### config.mk
export PLATFORM = sky130hd
export DESIGN_NAME = stereo_op_scheduler
export DESIGN_NICKNAME = d
export VERILOG_FILES = /design/src/rtl/audio_pkg.sv /design/src/rtl/sat_counter.sv /design/src/rtl/stereo_op_scheduler.sv
export SDC_FILE = /design/constraint.sdc
export NUM_CORES = 1
export LEC_CHECK = 0
export ABC_AREA = 1
export BUFFER_PORTS_ARGS = -buffer_cell sky130_fd_sc_hd__buf_4
export CELL_PAD_IN_SITES_DETAIL_PLACEMENT = 0
export CELL_PAD_IN_SITES_GLOBAL_PLACEMENT = 1
export CORE_MARGIN = 2
export CORE_UTILIZATION = 38
export DETAILED_ROUTE_END_ITERATION = 7
export GPL_ROUTABILITY_DRIVEN = 0
export PLACE_DENSITY_LB_ADDON = 0.25
export SLEW_MARGIN = 20
export SYNTH_ARGS = -nofsm -noshare
export SYNTH_HDL_FRONTEND = slang
export SYNTH_SLANG_ARGS = --single-unit
### constraint.sdc
create_clock -name i_clock -period 7.6 [get_ports i_clock]
set_input_delay 1.14 -clock i_clock [delete_from_list [all_inputs] [get_ports i_clock]]
set_output_delay 1.14 -clock i_clock [all_outputs]
set_load 0.01 [all_outputs]
### src/rtl/audio_pkg.sv
// audio_pkg: shared scheduler state type and default sample width
package audio_pkg;
  localparam int AUDIO_DATA_WIDTH = 32;
  typedef enum logic [2:0] {
    IDLE    = 3'd0,
    ISSUE_L = 3'd1,
    ISSUE_R = 3'd2,
    WAIT_L  = 3'd3,
    WAIT_R  = 3'd4,
    DONE    = 3'd5
  } state_t;
endpackage

### src/rtl/sat_counter.sv
// sat_counter: event counter that sticks at all-ones instead of wrapping
module sat_counter #(
  parameter int WIDTH = 16
) (
  input  logic             clk,
  input  logic             rst,
  input  logic             increment,
  output logic [WIDTH-1:0] count
);
  logic [WIDTH-1:0] count_q, count_d;
  // bump unless already saturated
  always_comb count_d = (increment && !(&count_q)) ? count_q + WIDTH'(1) : count_q;
  // count register
  always_ff @(posedge clk or posedge rst)
    if (rst) count_q <= '0;
    else count_q <= count_d;
  assign count = count_q;
endmodule

### src/rtl/stereo_op_scheduler.sv
// stereo_op_scheduler: time-shares one float operator across a left/right sample pair
module stereo_op_scheduler import audio_pkg::*; #(
  parameter int DATA_WIDTH     = AUDIO_DATA_WIDTH,
  parameter int TIMEOUT_CYCLES = 64,
  parameter int DROP_CNT_WIDTH = 16
) (
  input  logic                      i_clock,
  input  logic                      i_reset,
  input  logic [DATA_WIDTH-1:0]     i_data_left,
  input  logic [DATA_WIDTH-1:0]     i_data_right,
  input  logic                      i_data_valid,
  output logic                      o_op_valid,
  output logic [DATA_WIDTH-1:0]     o_op_data,
  input  logic                      i_res_valid,
  input  logic [DATA_WIDTH-1:0]     i_res_data,
  output logic [DATA_WIDTH-1:0]     o_data_left,
  output logic [DATA_WIDTH-1:0]     o_data_right,
  output logic                      o_data_valid,
  output logic                      o_busy,
  output logic                      o_error,
  input  logic                      i_clear_error,
  output logic [DROP_CNT_WIDTH-1:0] o_drop_count
);
  localparam int TW = $clog2(TIMEOUT_CYCLES + 1);
  state_t                state_q, state_d;
  logic [DATA_WIDTH-1:0] op_data_q, op_data_d;
  logic [DATA_WIDTH-1:0] right_in_q, right_in_d;
  logic [DATA_WIDTH-1:0] cap_l_q, cap_l_d;
  logic [DATA_WIDTH-1:0] out_l_q, out_l_d;
  logic [DATA_WIDTH-1:0] out_r_q, out_r_d;
  logic [TW-1:0]         tmo_q, tmo_d;
  logic                  error_q, error_d;
  logic                  waiting, timeout, drop;
  // sequencing: the left operand is loaded straight into the operand register on accept,
  // the right one is parked until ISSUE_L; results are taken in issue order
  always_comb begin
    waiting    = state_q == WAIT_L || state_q == WAIT_R;
    timeout    = waiting && !i_res_valid && tmo_q == TW'(TIMEOUT_CYCLES - 1);
    drop       = i_data_valid && state_q != IDLE && state_q != DONE;
    error_d    = timeout || (error_q && !i_clear_error);
    state_d    = state_q;
    op_data_d  = op_data_q;
    right_in_d = right_in_q;
    cap_l_d    = cap_l_q;
    out_l_d    = out_l_q;
    out_r_d    = out_r_q;
    tmo_d      = waiting ? tmo_q + TW'(1) : '0;
    case (state_q)
      IDLE, DONE: begin
        state_d    = i_data_valid ? ISSUE_L : IDLE;
        op_data_d  = i_data_valid ? i_data_left : op_data_q;
        right_in_d = i_data_valid ? i_data_right : right_in_q;
      end
      ISSUE_L: begin
        state_d   = ISSUE_R;
        op_data_d = right_in_q;
      end
      ISSUE_R: begin
        state_d = i_res_valid ? WAIT_R : WAIT_L;
        cap_l_d = i_res_valid ? i_res_data : cap_l_q;
      end
      WAIT_L: begin
        state_d = i_res_valid ? WAIT_R : timeout ? IDLE : WAIT_L;
        cap_l_d = i_res_valid ? i_res_data : cap_l_q;
        tmo_d   = i_res_valid ? '0 : tmo_q + TW'(1);
      end
      WAIT_R: begin
        state_d = i_res_valid ? DONE : timeout ? IDLE : WAIT_R;
        out_l_d = i_res_valid ? cap_l_q : out_l_q;
        out_r_d = i_res_valid ? i_res_data : out_r_q;
        tmo_d   = i_res_valid ? '0 : tmo_q + TW'(1);
      end
      default: state_d = IDLE;
    endcase
  end
  // state, data and status registers
  always_ff @(posedge i_clock or posedge i_reset)
    if (i_reset) begin
      state_q    <= IDLE;
      op_data_q  <= '0;
      right_in_q <= '0;
      cap_l_q    <= '0;
      out_l_q    <= '0;
      out_r_q    <= '0;
      tmo_q      <= '0;
      error_q    <= 1'b0;
    end else begin
      state_q    <= state_d;
      op_data_q  <= op_data_d;
      right_in_q <= right_in_d;
      cap_l_q    <= cap_l_d;
      out_l_q    <= out_l_d;
      out_r_q    <= out_r_d;
      tmo_q      <= tmo_d;
      error_q    <= error_d;
    end
  sat_counter #(.WIDTH(DROP_CNT_WIDTH)) u_drop_cnt (
    .clk      (i_clock),
    .rst      (i_reset),
    .increment(drop),
    .count    (o_drop_count)
  );
  assign o_op_valid   = state_q == ISSUE_L || state_q == ISSUE_R;
  assign o_op_data    = op_data_q;
  assign o_data_left  = out_l_q;
  assign o_data_right = out_r_q;
  assign o_data_valid = state_q == DONE;
  assign o_busy       = state_q != IDLE;
  assign o_error      = error_q;
endmodule

==> impl_results.md <==
- Outcome: complete, no violations
- 1st-iter DRT viols: 374
- Clock Tree Buf Depth: 2
- Via Count: 6389
- Layout area overhead: 30.5%
- # diodes: 0
- Die height: 147 um
- Post-synth top area share: 60.2%
- Crit Path Category: primary input to flip-flop
- Die W: 147 um
- Initial Util: 38.5%
- Post-CTS sizing: 0
- Drt drc: 0
- Synth top area cells: dfrtp_1 (60%), nand2_1 (18%), nand3_1 (7.1%), o21ai_0 (4.4%), inv_1 (2.4%)
- Most frequent cells after synthesis: nand2_1 (376), dfrtp_1 (187), nand3_1 (111), o21ai_0 (69), inv_1 (50)
- CTS tree: built
- Largest net degree at the start of global routing: 113
- I/O Buffers: 216
- Clock skew: 0.0110 ns
- Synth cell types: 25
- Post-CTS Hold Buffers: 0
- Detailed placer's ending HPWL: 12700 um
- CTS buffer count: 17
- Worst setup margin: 4.46 ns
- Register area share after synthesis: 60.2%
- Lkg Pwr: 5.39 nW
- Final setup viols: 0
- Worst EP arrival: 3.49 ns
- Top Ports: 217
- Cell with the most instances after synthesis: nand2_1
- Register area: 0.00468 mm^2
- Ys flop type: dfrtp_1
- Multi-input gate area: 0.00264 mm^2
- Synth area leader: dfrtp_1
- Number of max-cap violations: 0
- CP startpoint kind: primary input
- Pwr/cell area: 397 mW/mm^2
- Syn_nets: 1001
- Antenna violations before repair: 0
- Average routed wire per standard cell: 14.3 um
- Fin. Hold Viols: 0
- Min Clock Period, post-route: 3.14 ns
- Syn Inst Count: 898
- Max-slew headroom: 35.5%
- Total track usage: 19.0%
- Syn Area/Cell: 8.65 um^2
- Clock transition at the registers of the reported paths: 0.07 ns
- H-tree Lvls: 4
- RSZ-0062 raised after global routing: false
- Setup TNS: 0 ns
- Flop2flop setup slack: 4.60 ns
- Data required time of the critical path: 7.95 ns
- Fraction of layout cells with a size suffix above 1: 24.3%
- Die area: 0.0216 mm^2
- Root Driver: clkbuf_16
- Clock latency on the worst-skew pair: 0.43 ns
- Synth warn: 0
- Core footprint: 0.0202 mm^2
- Routed wire length: 19700 um
- Area of the mapped netlist: 0.00777 mm^2
- Vias per cell: 4.65
- Setup WS pre-CTS: 4.29 ns
- Cell Rows: 52
- Drt first pass iters: 5
- Worst Setup End Kind: flip-flop
- Crit share post-route: 41.3%
- Gr ovfl total: 0
- Post-synth EDFFs: 0
- HP Class: flip-flop to flip-flop
- Fillers: 2007
- Vias in the first global route: 6222
- Setup Buffers After CTS: 0
- Synthesized flop and latch total: 187
- Ys async rst share: 100%
- Achievable Freq: 319 MHz
- Routed Antenna Nets: 0
- Worst-path fanout max: 65
- Clock Sinks: 187
- VDD IR-drop max: 185 uV
- Nets: 1195
- Final Max Tran Viols: 0
- Global-route wire length before repair: 32700 um
- Worst-Margin Slew: 0.968 ns
[layer usage]
metal | global-route usage [%] | up-vias | wire [um]
met3 | 4.10 | 15 | 1140
li1 | - | 3229 | -
met4 | 7.16 | 0 | 320
met2 | 29.5 | 165 | 9240
met1 | 26.2 | 2980 | 8970
met5 | 0 | - | 0
[kinds of logic after synthesis]
logic type / Yosys count / synth area share (%)
buf+inv: 101 / 5.96
xor+xnor: 9 / 1.01
flops: 187 / 60.2
simple gates: 528 / 27.9
compound gates: 71 / 4.62
fa+ha+maj: 2 / 0.322
[final timing paths]
kind / startpoint / to / cells past startpoint
setup / recovery: i_data_valid / o_op_data[30]$_DFFE_PP0P_ / 7
hold / removal: o_data_left[30]$_DFFE_PP0P_ / o_data_left[30]$_DFFE_PP0P_ / 2
setup reg to reg: state_q[0]$_DFF_PP0_ / o_op_data[30]$_DFFE_PP0P_ / 9
hold reg to reg: o_data_left[30]$_DFFE_PP0P_ / o_data_left[30]$_DFFE_PP0P_ / 2
max in group asynchronous: i_reset / right_in_q[4]$_DFFE_PP0P_ / 3
min in group asynchronous: i_reset / o_error$_DFF_PP0_ / 2
[worst max-delay path: stages]
cell and delay (ns):
buf_4 0.12, nand2_2 0.49, clkinv_2 0.89, nor2_2 0.27
buf_4 0.36, nand2_1 0.10, nand3_1 0.08
[cell usage in the layout, fill, tap and decap left out, types with 3 or more instances in the layout]
| cell type | n |
|---|---|
| nand2_2 | 3 |
| inv_2 | 4 |
| nand2_1 | 375 |
| clkbuf_16 | 17 |
| clkinv_4 | 3 |
| inv_6 | 5 |
| nor2_1 | 24 |
| nand3_1 | 110 |
| nand4_1 | 7 |
| dfrtp_1 | 187 |
| buf_4 | 221 |
| inv_8 | 3 |
| o21ai_0 | 69 |
| xnor2_1 | 7 |
| inv_1 | 49 |
[layout make-up]
cell class	count	share of cell area, %
Sequential cell	187	46.1
Multi-Input combinational cell	610	26.0
Timing Repair Buffer	221	16.4
Clock buffer	18	4.33
Tap cell	270	3.33
Inverter	55	2.12
Clock inverter	14	1.71
[stage by stage]
stage / hold WS (ns) / total power (W) / utilization [%] / instance area, um^2 / std cells
6_report: 0.473 / 0.00403 / 50.3 / 10100 / 1375
5_1_grt: 0.499 / 0.00435 / 50.3 / 10100 / 1375
4_1_cts: 0.478 / 0.00409 / 50.3 / 10100 / 1375
3_5_place_dp: 0.460 / 0.00315 / 47.2 / 9530 / 1343
3_3_place_gp: 0.455 / 0.00312 / 47.2 / 9530 / 1343
2_1_floorplan: 0.449 / 0.00250 / - / 7770 / 898
[flip-flops by register name, summed over array words and instances (netlist names), 3 cells and up]
name	flops
cap_l_q	32
o_data_left	32
o_data_right	32
o_op_data	32
right_in_q	32
state_q	3
tmo_q	7
u_drop_cnt.count	16
[power breakdown]
part           leakage (nW)  total [W]  internal [W]  switching (W)
clock                 0.303   0.000918      0.000508       0.000410
sequential             2.38    0.00167       0.00142       0.000244
combinational          2.70    0.00144      0.000618       0.000822
total                  5.39    0.00403       0.00255        0.00148
No activity file was read; power rests on OpenSTA's default activity.
